===== src/rtl/pc_trace_buffer.sv =====
// pc_trace_buffer: passive observer of the processor fetch/writeback stream.
// Each new PC is captured with the concurrent writeback value and a sequence
// number into a first-word-fall-through FIFO that drains over valid/ready.
// A capture that finds the FIFO full (with no pop in the same cycle) is dropped
// and counted. The processor is never stalled.
// Optional feature: define PC_TRACE_TIMESTAMP_EN to add a 32-bit cycle counter
// that is stored with every entry and presented on out_time.
module pc_trace_buffer #(
  parameter int unsigned DEPTH  = 16,
  parameter int unsigned PC_W   = 64,
  parameter int unsigned DATA_W = 64,
  parameter int unsigned SEQ_W  = 16
) (
  input  logic                         CLK,
  input  logic                         resetl,
  input  logic                         capture_en,
  input  logic [PC_W-1:0]              currentpc,
  input  logic [DATA_W-1:0]            MemtoRegOut,
  output logic                         out_valid,
  input  logic                         out_ready,
  output logic [PC_W-1:0]              out_pc,
  output logic [DATA_W-1:0]            out_data,
  output logic [SEQ_W-1:0]             out_seq,
  output logic [$clog2(DEPTH+1)-1:0]   count,
  output logic                         full,
  output logic                         empty,
  output logic [SEQ_W-1:0]             overflow_cnt
`ifdef PC_TRACE_TIMESTAMP_EN
  ,
  output logic [31:0]                  out_time
`endif
);

  localparam int unsigned PTR_W = $clog2(DEPTH);
  localparam int unsigned CNT_W = $clog2(DEPTH+1);

  // Entry storage
  logic [PC_W-1:0]   pc_mem_q   [DEPTH];
  logic [DATA_W-1:0] data_mem_q [DEPTH];
  logic [SEQ_W-1:0]  seq_mem_q  [DEPTH];

  // Control state
  logic [PTR_W-1:0]  wr_ptr_q, wr_ptr_d;
  logic [PTR_W-1:0]  rd_ptr_q, rd_ptr_d;
  logic [CNT_W-1:0]  count_q, count_d;
  logic [PC_W-1:0]   last_pc_q, last_pc_d;
  logic              first_q, first_d;
  logic [SEQ_W-1:0]  seq_q, seq_d;
  logic [SEQ_W-1:0]  ovf_q, ovf_d;

  // Registered head presentation
  logic              out_valid_q, out_valid_d;
  logic              full_q, full_d;
  logic              empty_q, empty_d;
  logic [PC_W-1:0]   out_pc_q, out_pc_d;
  logic [DATA_W-1:0] out_data_q, out_data_d;
  logic [SEQ_W-1:0]  out_seq_q, out_seq_d;

  logic request;
  logic push;
  logic pop;
  logic drop;

`ifdef PC_TRACE_TIMESTAMP_EN
  logic [31:0] time_mem_q [DEPTH];
  logic [31:0] time_q, time_d;
  logic [31:0] out_time_q, out_time_d;
`endif

  // Capture decision, pointer/occupancy update and next head selection
  always_comb begin
    request     = capture_en && (first_q || (currentpc != last_pc_q));
    pop         = out_valid_q && out_ready;
    push        = request && (!full_q || pop);
    drop        = request && full_q && !pop;

    last_pc_d   = last_pc_q;
    first_d     = first_q;
    seq_d       = seq_q;
    ovf_d       = ovf_q;
    wr_ptr_d    = wr_ptr_q;
    rd_ptr_d    = rd_ptr_q;
    count_d     = count_q;
    out_pc_d    = out_pc_q;
    out_data_d  = out_data_q;
    out_seq_d   = out_seq_q;
`ifdef PC_TRACE_TIMESTAMP_EN
    time_d      = time_q + 32'(1);
    out_time_d  = out_time_q;
`endif

    if (request) begin
      last_pc_d = currentpc;
      first_d   = 1'b0;
      seq_d     = seq_q + SEQ_W'(1);
    end

    if (drop && (ovf_q != {SEQ_W{1'b1}})) begin
      ovf_d = ovf_q + SEQ_W'(1);
    end

    if (push) wr_ptr_d = wr_ptr_q + PTR_W'(1);
    if (pop)  rd_ptr_d = rd_ptr_q + PTR_W'(1);

    case ({push, pop})
      2'b10:   count_d = count_q + CNT_W'(1);
      2'b01:   count_d = count_q - CNT_W'(1);
      default: count_d = count_q;
    endcase

    // Next head is either the entry being written now (FIFO was empty, or its
    // only entry is leaving) or an already-stored entry; hold when empty.
    if (count_d != '0) begin
      if (push && (rd_ptr_d == wr_ptr_q)) begin
        out_pc_d   = currentpc;
        out_data_d = MemtoRegOut;
        out_seq_d  = seq_q;
`ifdef PC_TRACE_TIMESTAMP_EN
        out_time_d = time_q;
`endif
      end else begin
        out_pc_d   = pc_mem_q[rd_ptr_d];
        out_data_d = data_mem_q[rd_ptr_d];
        out_seq_d  = seq_mem_q[rd_ptr_d];
`ifdef PC_TRACE_TIMESTAMP_EN
        out_time_d = time_mem_q[rd_ptr_d];
`endif
      end
    end

    out_valid_d = (count_d != '0);
    full_d      = (count_d == CNT_W'(DEPTH));
    empty_d     = (count_d == '0);
  end

  // Control and output registers with synchronous reset
  always_ff @(posedge CLK) begin
    if (resetl) begin
      wr_ptr_q    <= '0;
      rd_ptr_q    <= '0;
      count_q     <= '0;
      last_pc_q   <= '0;
      first_q     <= 1'b1;
      seq_q       <= '0;
      ovf_q       <= '0;
      out_valid_q <= 1'b0;
      full_q      <= 1'b0;
      empty_q     <= 1'b1;
      out_pc_q    <= '0;
      out_data_q  <= '0;
      out_seq_q   <= '0;
`ifdef PC_TRACE_TIMESTAMP_EN
      time_q      <= '0;
      out_time_q  <= '0;
`endif
    end else begin
      wr_ptr_q    <= wr_ptr_d;
      rd_ptr_q    <= rd_ptr_d;
      count_q     <= count_d;
      last_pc_q   <= last_pc_d;
      first_q     <= first_d;
      seq_q       <= seq_d;
      ovf_q       <= ovf_d;
      out_valid_q <= out_valid_d;
      full_q      <= full_d;
      empty_q     <= empty_d;
      out_pc_q    <= out_pc_d;
      out_data_q  <= out_data_d;
      out_seq_q   <= out_seq_d;
`ifdef PC_TRACE_TIMESTAMP_EN
      time_q      <= time_d;
      out_time_q  <= out_time_d;
`endif
    end
  end

  // Entry write; storage needs no reset since only occupied slots are read
  always_ff @(posedge CLK) begin
    if (!resetl && push) begin
      pc_mem_q[wr_ptr_q]   <= currentpc;
      data_mem_q[wr_ptr_q] <= MemtoRegOut;
      seq_mem_q[wr_ptr_q]  <= seq_q;
`ifdef PC_TRACE_TIMESTAMP_EN
      time_mem_q[wr_ptr_q] <= time_q;
`endif
    end
  end

  assign out_valid    = out_valid_q;
  assign out_pc       = out_pc_q;
  assign out_data     = out_data_q;
  assign out_seq      = out_seq_q;
  assign count        = count_q;
  assign full         = full_q;
  assign empty        = empty_q;
  assign overflow_cnt = ovf_q;
`ifdef PC_TRACE_TIMESTAMP_EN
  assign out_time     = out_time_q;
`endif

endmodule


===== config.mk =====
export PLATFORM = sky130hd
export DESIGN_NAME = pc_trace_buffer
export DESIGN_NICKNAME = d
export VERILOG_FILES = /design/src/rtl/pc_trace_buffer.sv
export SDC_FILE = /design/constraint.sdc
export NUM_CORES = 2
export LEC_CHECK = 0
export BUFFER_PORTS_ARGS = -buffer_cell sky130_fd_sc_hd__clkbuf_2
export CAP_MARGIN = 10
export CORE_MARGIN = 2
export CORE_UTILIZATION = 56
export DETAILED_ROUTE_END_ITERATION = 16
export HOLD_SLACK_MARGIN = 0.03
export PLACE_DENSITY = 0.85
export SYNTH_ARGS = -nofsm -noshare
export SYNTH_HDL_FRONTEND = slang
export SYNTH_SLANG_ARGS = --single-unit

===== constraint.sdc =====
create_clock -name CLK -period 6.8 [get_ports CLK]
set_input_delay 0.68 -clock CLK [delete_from_list [all_inputs] [get_ports CLK]]
set_output_delay 0.68 -clock CLK [all_outputs]
set_load 0.02 [all_outputs]

==> implementation parameters <==
Parameter                              Value

Clocking
  Maximum clock path buffer count ... 4
  Number of hold buffers added after cts ... 0
  CTS root buffer ... clkbuf_16
  Number of buffers added by the clock tree synthesis step ... 275
  Source-to-sink clock delay at the later pin of the worst-skew pair ... 930 ps
  Post-cts sizing count ... 0
  Clock sinks ... 2561
  CTS H-tree depth ... 5
  Clock slew at reported path FFs ... 70 ps
  Clock tree from TritonCTS ... built
  # Post-CTS Setup Buffers ... 0

Logic synthesis
  Net Count, Synth ... 8216
  Post-synthesis adder-cell area fraction ... 0.131%
  Total of flip-flops plus latches after synthesis ... 2561
  Fraction of the mapped netlist area in simple logic gates ... 3.44%
  Yosys warnings ... 0
  Post-synth EDFFs ... 2304
  Average cell area after synthesis ... 14.9 sq um
  Most common flop cell mapped by yosys ... edfxtp_1
  Synth Area in XOR/XNOR ... 0.470%
  Post-synthesis instance area ... 0.120 sq mm
  Share of async-settable or async-resettable flops after synthesis ... 0%
  Mux share of post-synthesis cell area ... 23.1%
  Synthesized-area fraction occupied by ao, oa, aoi and oai cells ... 8.65%
  Main combinational cell family by area after synthesis ... multiplexers
  Library cells used by synthesis ... 72
  Share of the yosys chip area belonging to registers ... 61.8%
  Synth Instances ... 8072

Placement
  Buffers added on ports ... 299
  Post-place instance area ... 0.125 sq mm
  Routability cong. ... 0.857
  Number of instances in the placed design ... 10.7k
  Worst setup slack after placement ... 741 ps
  Final HPWL DP ... 176000 microns

Timing
  Final Max Tran Viols ... 0
  Slew at the pin closest to its max-slew limit ... 1270 ps
  Share of the clock period used by the worst path ... 82.2%
  Final hold slack ... 206 ps
  Shortest clock period the worst path allows after layout ... 5590 ps
  Setup skew after layout ... 77.5 ps
  Final-report hold violation count ... 0
  Maximum clock rate ... 0.179 GHz
  Setup tns final ... 0 ps
  Setup repair after global routing missed its margin ... no
  Headroom to the max-slew limit ... 15.4%
  Setup Viol. Count Final ... 0
  Worst Slack Setup Final ... 1210 ps

Power
  Peak supply drop ... 0.306 mV
  Tot Pwr ... 39.5 mW
  Total leakage power ... 41.6 nW
  Power density over the cells ... 296 mW/mm^2

Global routing
  First-pass GRT wire length ... 499000 microns
  Number of global-route vias before repair ... 79.5k
  Maximum number of pins on one net before global-route repair ... 162
  GRT Residual Overflow ... 0
  GR Util All Layers ... 30.3%
  Number of antenna violations at the first check in global routing ... 32

Worst setup path
  Standard cell with the maximum stage delay on the critical path ... nor4_1
  Maximum fanout encountered on the critical timing path ... 17
  Crit Path Class ... reg -> reg
  Required time at the worst-slack endpoint ... 7650 ps
  Highest cell delay on the worst timing path ... 1090 ps
  Cell breakdown of the critical path ... xor2_1 > nor4_1 > nand4_1 > or2_1 > o21ai_4 > a21oi_1 > inv_1 > ha_1 > buf_4 > fa_1 > a21o_1 > a2111oi_0 > nor3_1 > buf_4 > nor3_1 > or2_1 > buf_4 > nor2_4 > buf_4 > a221o_1
  Cell seen most often among critical-path stages ... buf_4
  Kind of end point of the critical path ... register
  Sort of element at the start of the critical path ... register
  CP arrival ... 6440 ps

Final layout
  Number of fillers in the final layout ... 14.8k
  Area Growth Syn to Fin ... 10.7%
  Fin cells ... 11.2k
  Final std cell area, no fill ... 0.133 sq mm
  Fraction of layout instances using a drive strength above 1 ... 15.9%
  Nets@finish ... 8284
  Finished Core Util ... 62.2%

Detailed routing
  Post-detailed-route count of antenna-violating nets ... 0
  Routed via count ... 78.7k
  Average routed wire per standard cell ... 30.4 microns
  Violation count after the first detailed-route iteration ... 11.4k
  Routed via count divided by cell count ... 7.03
  First-pass DRT Iterations ... 9
  Remaining routing DRC violations ... 0
  DRT Wirelength ... 340000 microns

Die
  DIE AREA ... 0.219 sq mm
  Area of the core ... 0.214 sq mm
  Effective utilization at floorplan ... 56.2%
  Number of primary I/O pins ... 300
  DIE HEIGHT ... 467 microns
  Width of the chip ... 467 microns
  Row count ... 170

Run
  Max-cap violations ... 0

Min path
  Type of the worst min-delay path ... in -> reg

Outcome
  Outcome ... completed
## area by class of cell
type / count / area [sq um] / share of cell area (%)
antenna: 17 / 42.5 / 0.0319
clock buffer: 372 / 7580 / 5.69
clock inverter: 97 / 983 / 0.738
inverter: 25 / 96.3 / 0.0723
multi-input combinational: 4832 / 43300 / 32.5
sequential: 2561 / 74300 / 55.8
tap: 2838 / 3550 / 2.67
timing repair buffer: 445 / 3310 / 2.48
## synth_stat cells (all sizes together), types with 7 or more instances
master / number / share of area (%)
a22oi: 64 / 0.40
nand3: 23 / 0.096
dfxtp: 257 / 4.3
nand2b: 7 / 0.036
nor2: 322 / 1.0
nor3: 22 / 0.096
nand2: 252 / 0.79
and3: 23 / 0.12
a221oi: 207 / 1.5
o22ai: 45 / 0.23
xnor2: 36 / 0.26
o211ai: 121 / 0.76
or3: 10 / 0.052
mux2: 272 / 2.5
nor2b: 55 / 0.29
and2: 135 / 0.70
a222oi: 216 / 1.8
xor2: 26 / 0.19
mux2i: 2047 / 17
o31ai: 16 / 0.10
mux4: 188 / 3.5
o2111ai: 8 / 0.058
ha: 11 / 0.11
edfxtp: 2304 / 58
buf: 319 / 1.3
a32oi: 18 / 0.13
a211oi: 63 / 0.40
inv: 24 / 0.075
nand4: 22 / 0.12
a21oi: 264 / 1.1
a221o: 161 / 1.3
o21ai: 141 / 0.60
clkbuf: 335 / 1.0
nor4: 10 / 0.062
## where the power goes
group	switching [mW]	leakage [nW]	internal [mW]	total (mW)
combinational	4.20	14.4	2.63	6.83
clock	5.96	4.21	8.54	14.5
sequential	0.553	22.9	17.6	18.1
total	10.7	41.6	28.7	39.5
## cells in the final DEF (no fill, tap or decap), types with 207 or more instances in the layout
| master | netlist | routed |
|---|---|---|
| edfxtp_1 | 2304 | 2304 |
| mux2i_1 | 2047 | 2046 |
| nor2_1 | 322 | 320 |
| clkbuf_2 | 0 | 298 |
| clkbuf_16 | 0 | 282 |
| mux2_2 | 272 | 272 |
| a21oi_1 | 264 | 262 |
| dfxtp_1 | 257 | 255 |
| nand2_1 | 252 | 250 |
| a222oi_1 | 216 | 216 |
| a221oi_1 | 207 | 207 |
## layer usage
| metal | routed length (microns) | vias up | global-route usage (%) | part of all wire (%) |
|---|---|---|---|---|
| li1 | - | 32726 | - | - |
| met5 | 113 | - | 0 | 0.033 |
| met1 | 120000 | 39327 | 37.7 | 35 |
| met4 | 20400 | 20 | 17.4 | 6.0 |
| met3 | 37900 | 1152 | 6.56 | 11 |
| met2 | 161000 | 5449 | 49.0 | 47 |
## path summary, 6_finish.rpt
check | startpoint | end | slack (ps) | cells past startpoint
setup / recovery | last_pc_q[63] | out_pc[20] | 1210 | 20
hold / removal | MemtoRegOut[0] | data_mem_q[7][0] | 210 | 1
setup reg to reg | last_pc_q[63] | out_pc[20] | 1210 | 20
hold reg to reg | first_q | first_q | 480 | 1
## cell families after synthesis
kind of cell               count (synthesis)
DFF                                     2561
muxes                                   2507
AOI/OAI and AO/OA                       1356
and+or+nand+nor                          894
buffers and inverters                    679
xor gates and xnor gates                  63
adders and majority gates                 12
## flip-flops by register name, summed over array words and instances (netlist names), 64 cells and up
signal and cells:
out_data 64, last_pc_q 64, data_mem_q 1024, pc_mem_q 1024
seq_mem_q 256, out_pc 64
## worst max-delay path, delay by kind of cell, from the launching register on
family / cells / cell delay (ps)
buf+inv: 5 / 1010
simple gates: 7 / 2690
flops: 1 / 350
fa+ha+maj: 2 / 430
xor+xnor: 1 / 290
compound gates: 5 / 730
Power figures use the tool's default switching activity.
